==> src/rtl/alu_share_arbiter.sv <==
// Purpose : round-robin arbiter sharing one combinational ALU among NREQ requesters.
// Latency : acceptance edge to rsp_valid is 2 cycles (1 cycle for a rejected opcode
//           when ALU_ARB_OPCHK_EN is defined); at most one operation every 3 cycles.
// Backpressure: one operation in flight; req_ready only in IDLE; the response is held
//           stable until rsp_ready[owner].
// Ports   : req_* (valid/ready plus packed op/a/b per requester), rsp_* (one-hot
//           valid, shared data/zero/err), alu_* (to/from the external ALU), busy.
// Optional: define ALU_ARB_OPCHK_EN to reject opcodes the ALU does not implement.
module alu_share_arbiter #(
    parameter int NREQ = 2,
    parameter int IDW  = (NREQ > 1) ? $clog2(NREQ) : 1
) (
    input  logic                 clk,
    input  logic                 rst_n,
    input  logic [NREQ-1:0]      req_valid,
    output logic [NREQ-1:0]      req_ready,
    input  logic [4*NREQ-1:0]    req_op,
    input  logic [32*NREQ-1:0]   req_a,
    input  logic [32*NREQ-1:0]   req_b,
    output logic [NREQ-1:0]      rsp_valid,
    input  logic [NREQ-1:0]      rsp_ready,
    output logic [31:0]          rsp_data,
    output logic                 rsp_zero,
    output logic                 rsp_err,
    output logic [3:0]           alu_control,
    output logic [31:0]          alu_a,
    output logic [31:0]          alu_b,
    input  logic [31:0]          alu_out,
    input  logic                 alu_zero,
    output logic                 busy
);

    typedef enum logic [1:0] {
        IDLE = 2'd0,
        EXEC = 2'd1,
        RESP = 2'd2
    } state_t;

    state_t         state;
    state_t         state_nxt;
    logic [IDW-1:0] last_grant;
    logic [IDW-1:0] owner;
    logic [IDW-1:0] winner;
    logic [IDW-1:0] cand;
    logic           win_vld;
    logic           accept;
    logic [3:0]     win_op;
    logic [31:0]    win_a;
    logic [31:0]    win_b;
    int             idx;

    // Round-robin search starting just after last_grant. The loop runs from the
    // farthest candidate to the nearest so the nearest valid one is written last.
    always_comb begin
        winner  = last_grant;
        win_vld = 1'b0;
        cand    = '0;
        idx     = 0;
        for (int k = NREQ; k >= 1; k--) begin
            idx = int'(last_grant) + k;
            if (idx >= NREQ) begin
                idx = idx - NREQ;
            end
            cand = IDW'(idx);
            if (req_valid[cand]) begin
                winner  = cand;
                win_vld = 1'b1;
            end
        end
    end

    assign win_op = req_op[int'(winner)*4 +: 4];
    assign win_a  = req_a[int'(winner)*32 +: 32];
    assign win_b  = req_b[int'(winner)*32 +: 32];
    assign accept = (state == IDLE) && win_vld;

`ifdef ALU_ARB_OPCHK_EN
    logic op_legal;

    always_comb begin
        case (win_op)
            4'd0, 4'd1, 4'd2, 4'd6, 4'd7, 4'd12: op_legal = 1'b1;
            default:                             op_legal = 1'b0;
        endcase
    end
`endif

    // State register
    always_ff @(posedge clk or negedge rst_n) begin
        if (!rst_n) begin
            state <= IDLE;
        end else begin
            state <= state_nxt;
        end
    end

    // Next state and handshake outputs
    always_comb begin
        state_nxt = state;
        req_ready = '0;
        rsp_valid = '0;
        busy      = 1'b0;
        case (state)
            IDLE: begin
                if (accept) begin
                    req_ready = NREQ'(1) << winner;
`ifdef ALU_ARB_OPCHK_EN
                    state_nxt = op_legal ? EXEC : RESP;
`else
                    state_nxt = EXEC;
`endif
                end
            end
            EXEC: begin
                busy      = 1'b1;
                state_nxt = RESP;
            end
            RESP: begin
                busy      = 1'b1;
                rsp_valid = NREQ'(1) << owner;
                if (rsp_ready[owner]) begin
                    state_nxt = IDLE;
                end
            end
            default: begin
                state_nxt = IDLE;
            end
        endcase
    end

    // Datapath. The alu_* registers double as the latched operands, so they
    // only change on a (legal) acceptance and hold their value otherwise.
    always_ff @(posedge clk or negedge rst_n) begin
        if (!rst_n) begin
            last_grant  <= IDW'(NREQ - 1);
            owner       <= '0;
            alu_control <= '0;
            alu_a       <= '0;
            alu_b       <= '0;
            rsp_data    <= '0;
            rsp_zero    <= 1'b0;
`ifdef ALU_ARB_OPCHK_EN
            rsp_err     <= 1'b0;
`endif
        end else begin
            if (accept) begin
                last_grant <= winner;
                owner      <= winner;
`ifdef ALU_ARB_OPCHK_EN
                if (op_legal) begin
                    alu_control <= win_op;
                    alu_a       <= win_a;
                    alu_b       <= win_b;
                    rsp_err     <= 1'b0;
                end else begin
                    // Rejected op: the response is formed here and the ALU is never touched.
                    rsp_data    <= '0;
                    rsp_zero    <= 1'b1;
                    rsp_err     <= 1'b1;
                end
`else
                alu_control <= win_op;
                alu_a       <= win_a;
                alu_b       <= win_b;
`endif
            end
            if (state == EXEC) begin
                rsp_data <= alu_out;
                rsp_zero <= alu_zero;
            end
        end
    end

`ifndef ALU_ARB_OPCHK_EN
    assign rsp_err = 1'b0;
`endif

endmodule

==> config.mk <==
export PLATFORM = sky130hd
export DESIGN_NAME = alu_share_arbiter
export DESIGN_NICKNAME = d
export VERILOG_FILES = /design/src/rtl/alu_share_arbiter.sv
export SDC_FILE = /design/constraint.sdc
export NUM_CORES = 1
export LEC_CHECK = 0
export BUFFER_PORTS_ARGS = -buffer_cell sky130_fd_sc_hd__buf_4
export CAP_MARGIN = 20
export CORE_ASPECT_RATIO = 0.5
export CORE_MARGIN = 10
export CORE_UTILIZATION = 35
export CTS_CLUSTER_SIZE = 16
export DETAILED_ROUTE_END_ITERATION = 10
export GPL_TIMING_DRIVEN = 0
export PLACE_DENSITY = 0.68
export SKIP_LAST_GASP = 1
export SLEW_MARGIN = 15
export SYNTH_ARGS = -nofsm -noshare
export SYNTH_HDL_FRONTEND = slang
export SYNTH_SLANG_ARGS = --single-unit
==> constraint.sdc <==
create_clock -name clk -period 1.92 [get_ports clk]
set_input_delay 0.384 -clock clk [delete_from_list [all_inputs] [get_ports clk]]
set_output_delay 0.384 -clock clk [all_outputs]
set_load 0.005 [all_outputs]
==> PnR_summary.wiki, run 1 <==
{| class="wikitable"
! Metric !! Value
|-
| Highest fanout seen on the critical path || 4
|-
| GRT Resource Usage Total || 17.16%
|-
| Final standard cell area without fillers || roughly 7100 sq um
|-
| Min Clock Period, post-route || 1.858 ns
|-
| Int Power || approximately 7.4 mW
|-
| Mean cell area of the mapped netlist || ~14 sq um
|-
| Max-slew violation count || 0
|-
| Overall overflow remaining after global route || 0
|-
| Setup slack of the most critical reg-to-reg path || approximately 0.14 ns
|-
| Outcome || finished clean
|-
| Placement Cell Area || a little under 7000 sq um
|-
| Deepest level of the CTS H-tree || 3
|-
| Antenna violations before repair || 0
|-
| Hold WS || between 0.15 and 0.2 ns
|-
| Type of the most critical hold path || in2async
|-
| Number of filler instances in the final layout || ~1000
|-
| Final weighted congestion in routability-driven placement || 0.8210
|-
| Wire length of the first global-routing pass || 23.77 mm
|-
| Sequential share of power || 35.4%
|-
| Die boundary height || 99.36 um
|-
| Asr flop ratio synth || 100.0%
|-
| Clock latency reported for the late side of the worst-skew pair || ~0.34 ns
|-
| Most used flip-flop cell after synthesis || sky130_fd_sc_hd__dfrtp_1
|-
| Cell type contributing the most total cell area after synthesis || sky130_fd_sc_hd__dfrtp_1
|-
| DIE AREA || 17760 sq um
|-
| Post-DP HPWL || 12.56 mm
|-
| Cell Area, Synth || 4408 sq um
|-
| Net Sw Power || 3.592 mW
|-
| Area growth, synth to finish || 61.17%
|-
| Vias in the first global route || approximately 4000
|-
| Worst path required time || 1.54 ns
|-
| Iteration count of the initial detailed-routing pass || 4
|-
| Share of total power consumed by net switching || 32.68%
|-
| Leak || 3.494 nW
|-
| Final-report hold violation count || 0
|-
| Capturing element type of the critical path || output port
|-
| Slew at the pin closest to its max-slew limit || 0.9797 ns
|-
| Vias/cell || 4.845
|-
| Clock-pin slew on the worst setup and hold paths || ~0.070 ns
|-
| Distinct cells, synth || 21
|-
| Path length in cells of the critical path || 6
|-
| Power consumption || 10.99 mW
|-
| Max Clock Freq || ~540 MHz
|-
| Worst-case vdd ir drop || 705.5 uV
|-
| Start point of the critical path || state[1]$_DFFE_PN0P_
|-
| Register bit count reported by yosys || 105
|-
| Crit path launch type || register
|-
| Synthesized net count || a little over 500
|-
| Buffers & Inverters on Critical Path || 3
|-
| Startpoint-to-endpoint class of the critical path || reg2out
|-
| Post-Syn Instances || 325
|-
| Hold_buf cts || 0
|-
| Buffer depth of the longest clock path || 2
|-
| Final Cycle Share || a little over nine tenths
|-
| Post-synth top cells || sky130_fd_sc_hd__dfrtp_1, sky130_fd_sc_hd__a221o_1, sky130_fd_sc_hd__and2_0
|-
| Relative contribution of combinational cells to total power || 48.1%
|-
| Number of buffers created by CTS || 9
|-
| Endpoint of the lowest-slack register-to-register path || rsp_data[0]$_DFFE_PN0N_
|-
| Final worst clock skew || 0.007675 ns
|-
| Residual DRC || 0
|-
| CP max-delay cell || sky130_fd_sc_hd__dfrtp_1
|-
| I/O pin total || roughly 280
|-
| Cells along the critical path || inv_2, ha_4, nand2_1, a21oi_4, buf_6, buf_4
|-
| Clk network pwr share || 16.4%
|-
| Starting density of the core || 36.58%
|-
| DRC violation total after the first TritonRoute iteration || 156
|-
| Cell class contributing the biggest share of worst-path delay || flip-flops
|-
| Total detailed-routing wirelength || 16.19 mm
|-
| Area of the core region || roughly 12000 sq um
|-
| X dimension of the die || 178.7 um
|-
| Sequential-to-total area share from yosys stat || 59.64%
|-
| Data arrival time of the critical path || 1.47 ns
|-
| WL/cell || 20.41 um
|-
| Clock tree from TritonCTS || done
|-
| Worst setup path endpoint || req_ready[0]
|-
| CTS Sinks || ~110
|-
| Number of synthesized flops with an enable pin || 0
|-
| Pin count of the biggest net entering global routing || 106
|-
| Row Count || 28
|-
| Slew margin rel. || a little over a third
|-
| Fraction of final layout cells with drive strength greater than 1 || 57.64%
|-
| Final Net Count || roughly 800
|-
| Ys Warns || 0
|-
| Multi-input logic area || 1668 sq um
|-
| Root buffer cell || sky130_fd_sc_hd__clkbuf_16
|-
| Worst reg2reg startpoint || state[1]$_DFFE_PN0P_
|-
| Cell Pwr Density || 1547 nW/um^2
|-
| Total of buffers placed on input and output ports || 280
|-
| Setup Viol. Count Final || 0
|-
| FF+latch area || 2629 sq um
|-
| Portion of synthesized cell area occupied by the leading cell type || around 59%
|-
| MaxCap Viol Count || 0
|-
| Library cell with the highest instance count after synthesis || sky130_fd_sc_hd__dfrtp_1
|-
| Ant. Diodes || 0
|-
| Worst-case reg-to-reg path depth || 5
|-
| Peak per-stage delay on the critical path || roughly 0.4 ns
|-
| Largest cells by area after synthesis || sky130_fd_sc_hd__dfrtp_1, sky130_fd_sc_hd__a221o_1, sky130_fd_sc_hd__and2_0, sky130_fd_sc_hd__mux2_2, sky130_fd_sc_hd__buf_2
|-
| Antenna Nets Post-Route || 0
|-
| Via count || 3842
|}
## worst min-delay path by stage
stage,depth (start not counted),end,from
2_1_floorplan,0,alu_a[0]$_DFFE_PN0N_,rst_n
3_3_place_gp,1,rsp_data[3]$_DFFE_PN0N_,rsp_data[3]$_DFFE_PN0N_
3_5_place_dp,1,rsp_data[19]$_DFFE_PN0N_,rsp_data[19]$_DFFE_PN0N_
4_1_cts,1,alu_a[29]$_DFFE_PN0N_,rst_n
5_1_grt,1,alu_b[0]$_DFFE_PN0N_,rst_n
6_report,1,alu_b[0]$_DFFE_PN0N_,rst_n
## routing by layer
metal  GRT usage [%]  up-vias  part of all wire [%]
li1                -     1812                     -
met1           18.65     1915                    38
met2           32.87      105                    56
met3           4.415       10                   5.5
met4           3.664        0                  0.98
met5               0        -                     0
## logic make-up after synthesis
logic type	synth area share [%]
buffers and inverters	3.207
DFF	59.64
and+or+nand+nor	10.19
AOI/OAI and AO/OA	16.83
muxes	8.913
other	0.08507
adders and majority gates	1.135
## worst register-to-register path: stages (launching register included)
cell,delay [ns]
sky130_fd_sc_hd__dfrtp_1,0.40
sky130_fd_sc_hd__inv_2,0.10
sky130_fd_sc_hd__ha_1,0.21
sky130_fd_sc_hd__clkbuf_1,0.27
sky130_fd_sc_hd__buf_2,0.31
sky130_fd_sc_hd__mux2_2,0.37
## repair_timing
| action | CTS | global route |
|---|---|---|
| gates resized for setup | 10 | 1 |
| pin swaps | 0 | 1 |
| setup buffers | 3 | 4 |
| setup endpoints to repair | 2 | 2 |
## flip-flops by register name, summed over array words and instances (netlist names)
signal       count
alu_b           32
alu_a           32
rsp_zero         1
last_grant       1
alu_control      4
state            2
owner            1
rsp_data        32
## through the flow
step,instances,utilization (%),worst slack (ns),TNS (ns)
finish,793,58.95,0.06154,0
global route,793,58.95,-0.002906,-0.002906
CTS,789,58.68,0.003744,0
detailed placement,770,55.76,-0.1154,-0.1342
global placement,770,55.73,-0.1318,-0.1637
floorplan,325,-,0.3533,0
## power groups by stage
stage	sequential (mW)	clock (mW)	combinational, mW
6_report	3.90	1.80	5.29
5_1_grt	4.03	1.94	5.74
4_1_cts	3.90	1.84	5.33
3_5_place_dp	3.91	0	5.21
3_3_place_gp	3.87	0	5.16
2_1_floorplan	3.95	0	2.35
## cells in the final DEF, fill, tap and decap left out, types with 2 or more instances in the layout
| cell | netlist | layout |
|---|---|---|
| sky130_fd_sc_hd__buf_4 | 3 | 289 |
| sky130_fd_sc_hd__dfrtp_1 | 104 | 104 |
| sky130_fd_sc_hd__a221o_1 | 68 | 68 |
| sky130_fd_sc_hd__and2_0 | 64 | 64 |
| sky130_fd_sc_hd__mux2_2 | 34 | 34 |
| sky130_fd_sc_hd__buf_2 | 14 | 12 |
| sky130_fd_sc_hd__clkbuf_1 | 9 | 9 |
| sky130_fd_sc_hd__clkbuf_16 | 0 | 9 |
| sky130_fd_sc_hd__and2_1 | 5 | 5 |
| sky130_fd_sc_hd__a21oi_1 | 4 | 4 |
| sky130_fd_sc_hd__buf_6 | 0 | 3 |
| sky130_fd_sc_hd__ha_1 | 4 | 3 |
| sky130_fd_sc_hd__inv_2 | 0 | 2 |
| sky130_fd_sc_hd__inv_1 | 4 | 2 |
| sky130_fd_sc_hd__a21oi_4 | 0 | 2 |
| sky130_fd_sc_hd__clkinv_4 | 0 | 2 |
## area by class of cell
type	instances	area share (%)
inverters	4	0.2113
multi-input cells	190	23.48
flip-flops and latches	105	37.00
clock buffers	10	3.364
plain buffers	26	1.955
repair buffers	287	30.38
well taps	165	2.906
clock inverters	6	0.7045
No activity file was read; power rests on OpenSTA's default activity.
==> run 2: changes to the inputs <==
--- a/config.mk
+++ b/config.mk
@@ -14,6 +14,7 @@
 export DETAILED_ROUTE_END_ITERATION = 10
 export GPL_TIMING_DRIVEN = 0
 export PLACE_DENSITY = 0.68
+export REMOVE_ABC_BUFFERS = 1
 export SKIP_LAST_GASP = 1
 export SLEW_MARGIN = 15
 export SYNTH_ARGS = -nofsm -noshare
==> run 2 against run 1 <==
  * Die area is the same
  * Clock skew grew 0.0023 ns
  * Clock-buffer cell count grew 1
  * Total power grew 6.8%
  * Non-clock buffer count shrank 15
  * Global-route usage grew 0.18 points
  * Combinational power grew 6.0%
  * Sequential share of layout area shrank 1.0 points
  * Clock power grew 23%
  * Worst hold slack lost 0.0094 ns
  * Cell area grew 2.8%
==> PnR_summary.wiki, run 2 (synthesized netlist as in run 1, its figures left out) <==
{| class="wikitable"
! Metric !! Value
|-
| Sum Neg Setup Slack || 0 ns (unchanged)
|-
| Wire length of the first global-routing pass || 24.16 mm (+1.6%)
|-
| Peak per-stage delay on the critical path || 0.39 ns (about the same)
|-
| Row Count || 28 (unchanged)
|-
| Setup repair after global routing missed its margin || no
|-
| Die boundary height || 99.36 um (unchanged)
|-
| Clock tree from TritonCTS || done
|-
| Worst-case reg-to-reg path depth || 9 (+4)
|-
| Commonest non-fill, non-tap cell in the layout || sky130_fd_sc_hd__buf_4
|-
| Final core occ || 60.59% (+1.6 points)
|-
| Endpoint of the lowest-slack register-to-register path || alu_a[11]$_DFFE_PN0N_
|-
| Final weighted congestion in routability-driven placement || 0.7645 (-6.9%)
|-
| Type of the most critical hold path || in2async
|-
| CP max-delay cell || sky130_fd_sc_hd__dfrtp_1
|-
| Final Net Count || 788 (-1.7%)
|-
| Worst path required time || 1.54 ns (about the same)
|-
| WL/cell || 21.12 um (+3.5%)
|-
| Final standard cell area without fillers || 7302 sq um (+2.8%)
|-
| Startpoint-to-endpoint class of the critical path || reg2out
|-
| Crit path launch type || register
|-
| Placement Cell Area || 6812 sq um (+1.4%)
|-
| Residual DRC || 0 (unchanged)
|-
| Max Clock Freq || 534.3 MHz (-0.71%)
|-
| Final-report hold violation count || 0 (unchanged)
|-
| MaxCap Viol Count || 0 (unchanged)
|-
| Buffer depth of the longest clock path || 2 (unchanged)
|-
| Ant. Diodes || 0 (unchanged)
|-
| Regs by FF count || alu_a x32, alu_b x32, rsp_data x32
|-
| Pin count of the biggest net entering global routing || 106 (unchanged)
|-
| Final Cycle Share || 97.48% (+0.69 points)
|-
| Multi-input logic area || 1694 sq um (+1.6%)
|-
| Slew margin rel. || 33.66% (-1.0 points)
|-
| Worst-case vdd ir drop || 556.4 uV (-21%)
|-
| Deepest level of the CTS H-tree || 3 (unchanged)
|-
| Root buffer cell || sky130_fd_sc_hd__clkbuf_16
|-
| Worst reg2reg startpoint || state[0]$_DFFE_PN0P_
|-
| Final worst clock skew || 0.009986 ns (+0.002311 ns)
|-
| Outcome || finished clean
|-
| Clock-pin slew on the worst setup and hold paths || 0.07 ns (about the same)
|-
| Setup Viol. Count Final || 0 (unchanged)
|-
| Total detailed-routing wirelength || 16.45 mm (+1.6%)
|-
| Fraction of final layout cells with drive strength greater than 1 || 58.14% (+0.50 points)
|-
| I/O pin total || 282 (unchanged)
|-
| Buffers & Inverters on Critical Path || 2 (-1)
|-
| Highest fanout seen on the critical path || 4 (unchanged)
|-
| Number of buffers created by CTS || 9 (unchanged)
|-
| Area of the core region || 12050 sq um (unchanged)
|-
| Overall overflow remaining after global route || 0 (unchanged)
|-
| FF+latch area || 2629 sq um (unchanged)
|-
| Clock latency reported for the late side of the worst-skew pair || 0.34 ns (about the same)
|-
| Total of buffers placed on input and output ports || 280 (unchanged)
|-
| Leak || 3.542 nW (+1.4%)
|-
| Antenna violations before repair || 0 (unchanged)
|-
| Vias/cell || 4.886 (+0.84%)
|-
| Vias in the first global route || 4068 (-0.66%)
|-
| Area growth, synth to finish || 65.65%
|-
| Cell Pwr Density || 1607 nW/um^2 (+3.9%)
|-
| Starting density of the core || 36.58% (unchanged)
|-
| Via count || 3806 (-0.94%)
|-
| Data arrival time of the critical path || 1.49 ns (+0.02 ns)
|-
| X dimension of the die || 178.7 um (unchanged)
|-
| Number of filler instances in the final layout || 990 (-3.7%)
|-
| DRC violation total after the first TritonRoute iteration || 196 (+26%)
|-
| Max-slew violation count || 0 (unchanged)
|-
| Iteration count of the initial detailed-routing pass || 4 (unchanged)
|-
| GRT Resource Usage Total || 17.35% (+0.18 points)
|-
| DIE AREA || 17760 sq um (unchanged)
|-
| Cells along the critical path || inv_2, ha_4, nand2_2, a21oi_4, buf_4
|-
| Post-DP HPWL || 12.29 mm (-2.1%)
|-
| Capturing element type of the critical path || output port
|-
| Setup slack of the most critical reg-to-reg path || 0.07 ns (-0.07 ns)
|-
| Cell class contributing the biggest share of worst-path delay || flip-flops
|-
| Slew at the pin closest to its max-slew limit || 0.9950 ns (+0.01528 ns)
|-
| Commonest cells after routing, fill and taps aside || sky130_fd_sc_hd__buf_4, sky130_fd_sc_hd__dfrtp_1, sky130_fd_sc_hd__a221o_1
|-
| Min Clock Period, post-route || 1.872 ns (+0.01323 ns)
|-
| Antenna Nets Post-Route || 0 (unchanged)
|-
| CTS Sinks || 105 (unchanged)
|}
run 2: cell types whose count changed in the layout (fill, tap and decap cells not counted), sizes merged:
cell,before,now
a21oi,6,7
buf,304,298
bufinv,0,4
clkbuf,19,11
clkinv,3,0
inv,6,4
run 2: cell type report:
class / count / area share (%)
flip-flops and latches: 105 / 36.00
repair buffers: 298 / 32.83
multi-input cells: 191 / 23.20
clock buffers: 11 / 3.187
well taps: 165 / 2.827
clock inverters: 5 / 1.748
inverters: 4 / 0.2056
run 2: metrics by stage:
stage	worst slack [ns]	hold WS, ns	instances	power, mW
2_1_floorplan	-0.7136	0.08841	299	6.172
3_5_place_dp	-0.2431	0.4975	751	9.346
4_1_cts	0.01149	0.2268	773	11.75
5_1_grt	0.003008	0.2572	779	12.47
6_report	0.04831	0.1453	779	11.73
3_3_place_gp	-2.057	0.4915	744	8.910
run 2: timing repair:
action,in CTS,in global routing
pin swaps,0,1
resized for setup,5,3
cloned,1,0
hold buffers,0,0
setup endpoints to repair,70,24
setup buffers,5,6
run 2: per-layer routing:
layer / up-vias / wire length (um) / track usage (%)
li1: 1784 / - / -
met1: 1876 / 6253 / 19.32
met2: 131 / 8932 / 32.35
met3: 15 / 1012 / 4.528
met4: 0 / 253 / 4.232
met5: - / 0 / 0
run 2: report_power, final:
| group | internal (mW) | leakage [nW] | switching [mW] | total, mW |
|---|---|---|---|---|
| Sequential | 3.33 | 1.27 | 0.572 | 3.90 |
| Combinational | 3.38 | 2.10 | 2.24 | 5.61 |
| Clock | 1.41 | 0.170 | 0.813 | 2.22 |
run 2: how the worst max path moves through the flow:
stage	from	end	cells after the start
after detailed placement	state[1]$_DFFE_PN0P_	alu_a[31]$_DFFE_PN0N_	8
final	state[1]$_DFFE_PN0P_	req_ready[0]	5
after global routing	state[1]$_DFFE_PN0P_	rsp_valid[1]	5
after CTS	state[0]$_DFFE_PN0P_	alu_a[11]$_DFFE_PN0N_	9
after floorplan	state[0]$_DFFE_PN0P_	alu_a[0]$_DFFE_PN0N_	5
after global placement	state[0]$_DFFE_PN0P_	req_ready[0]	5
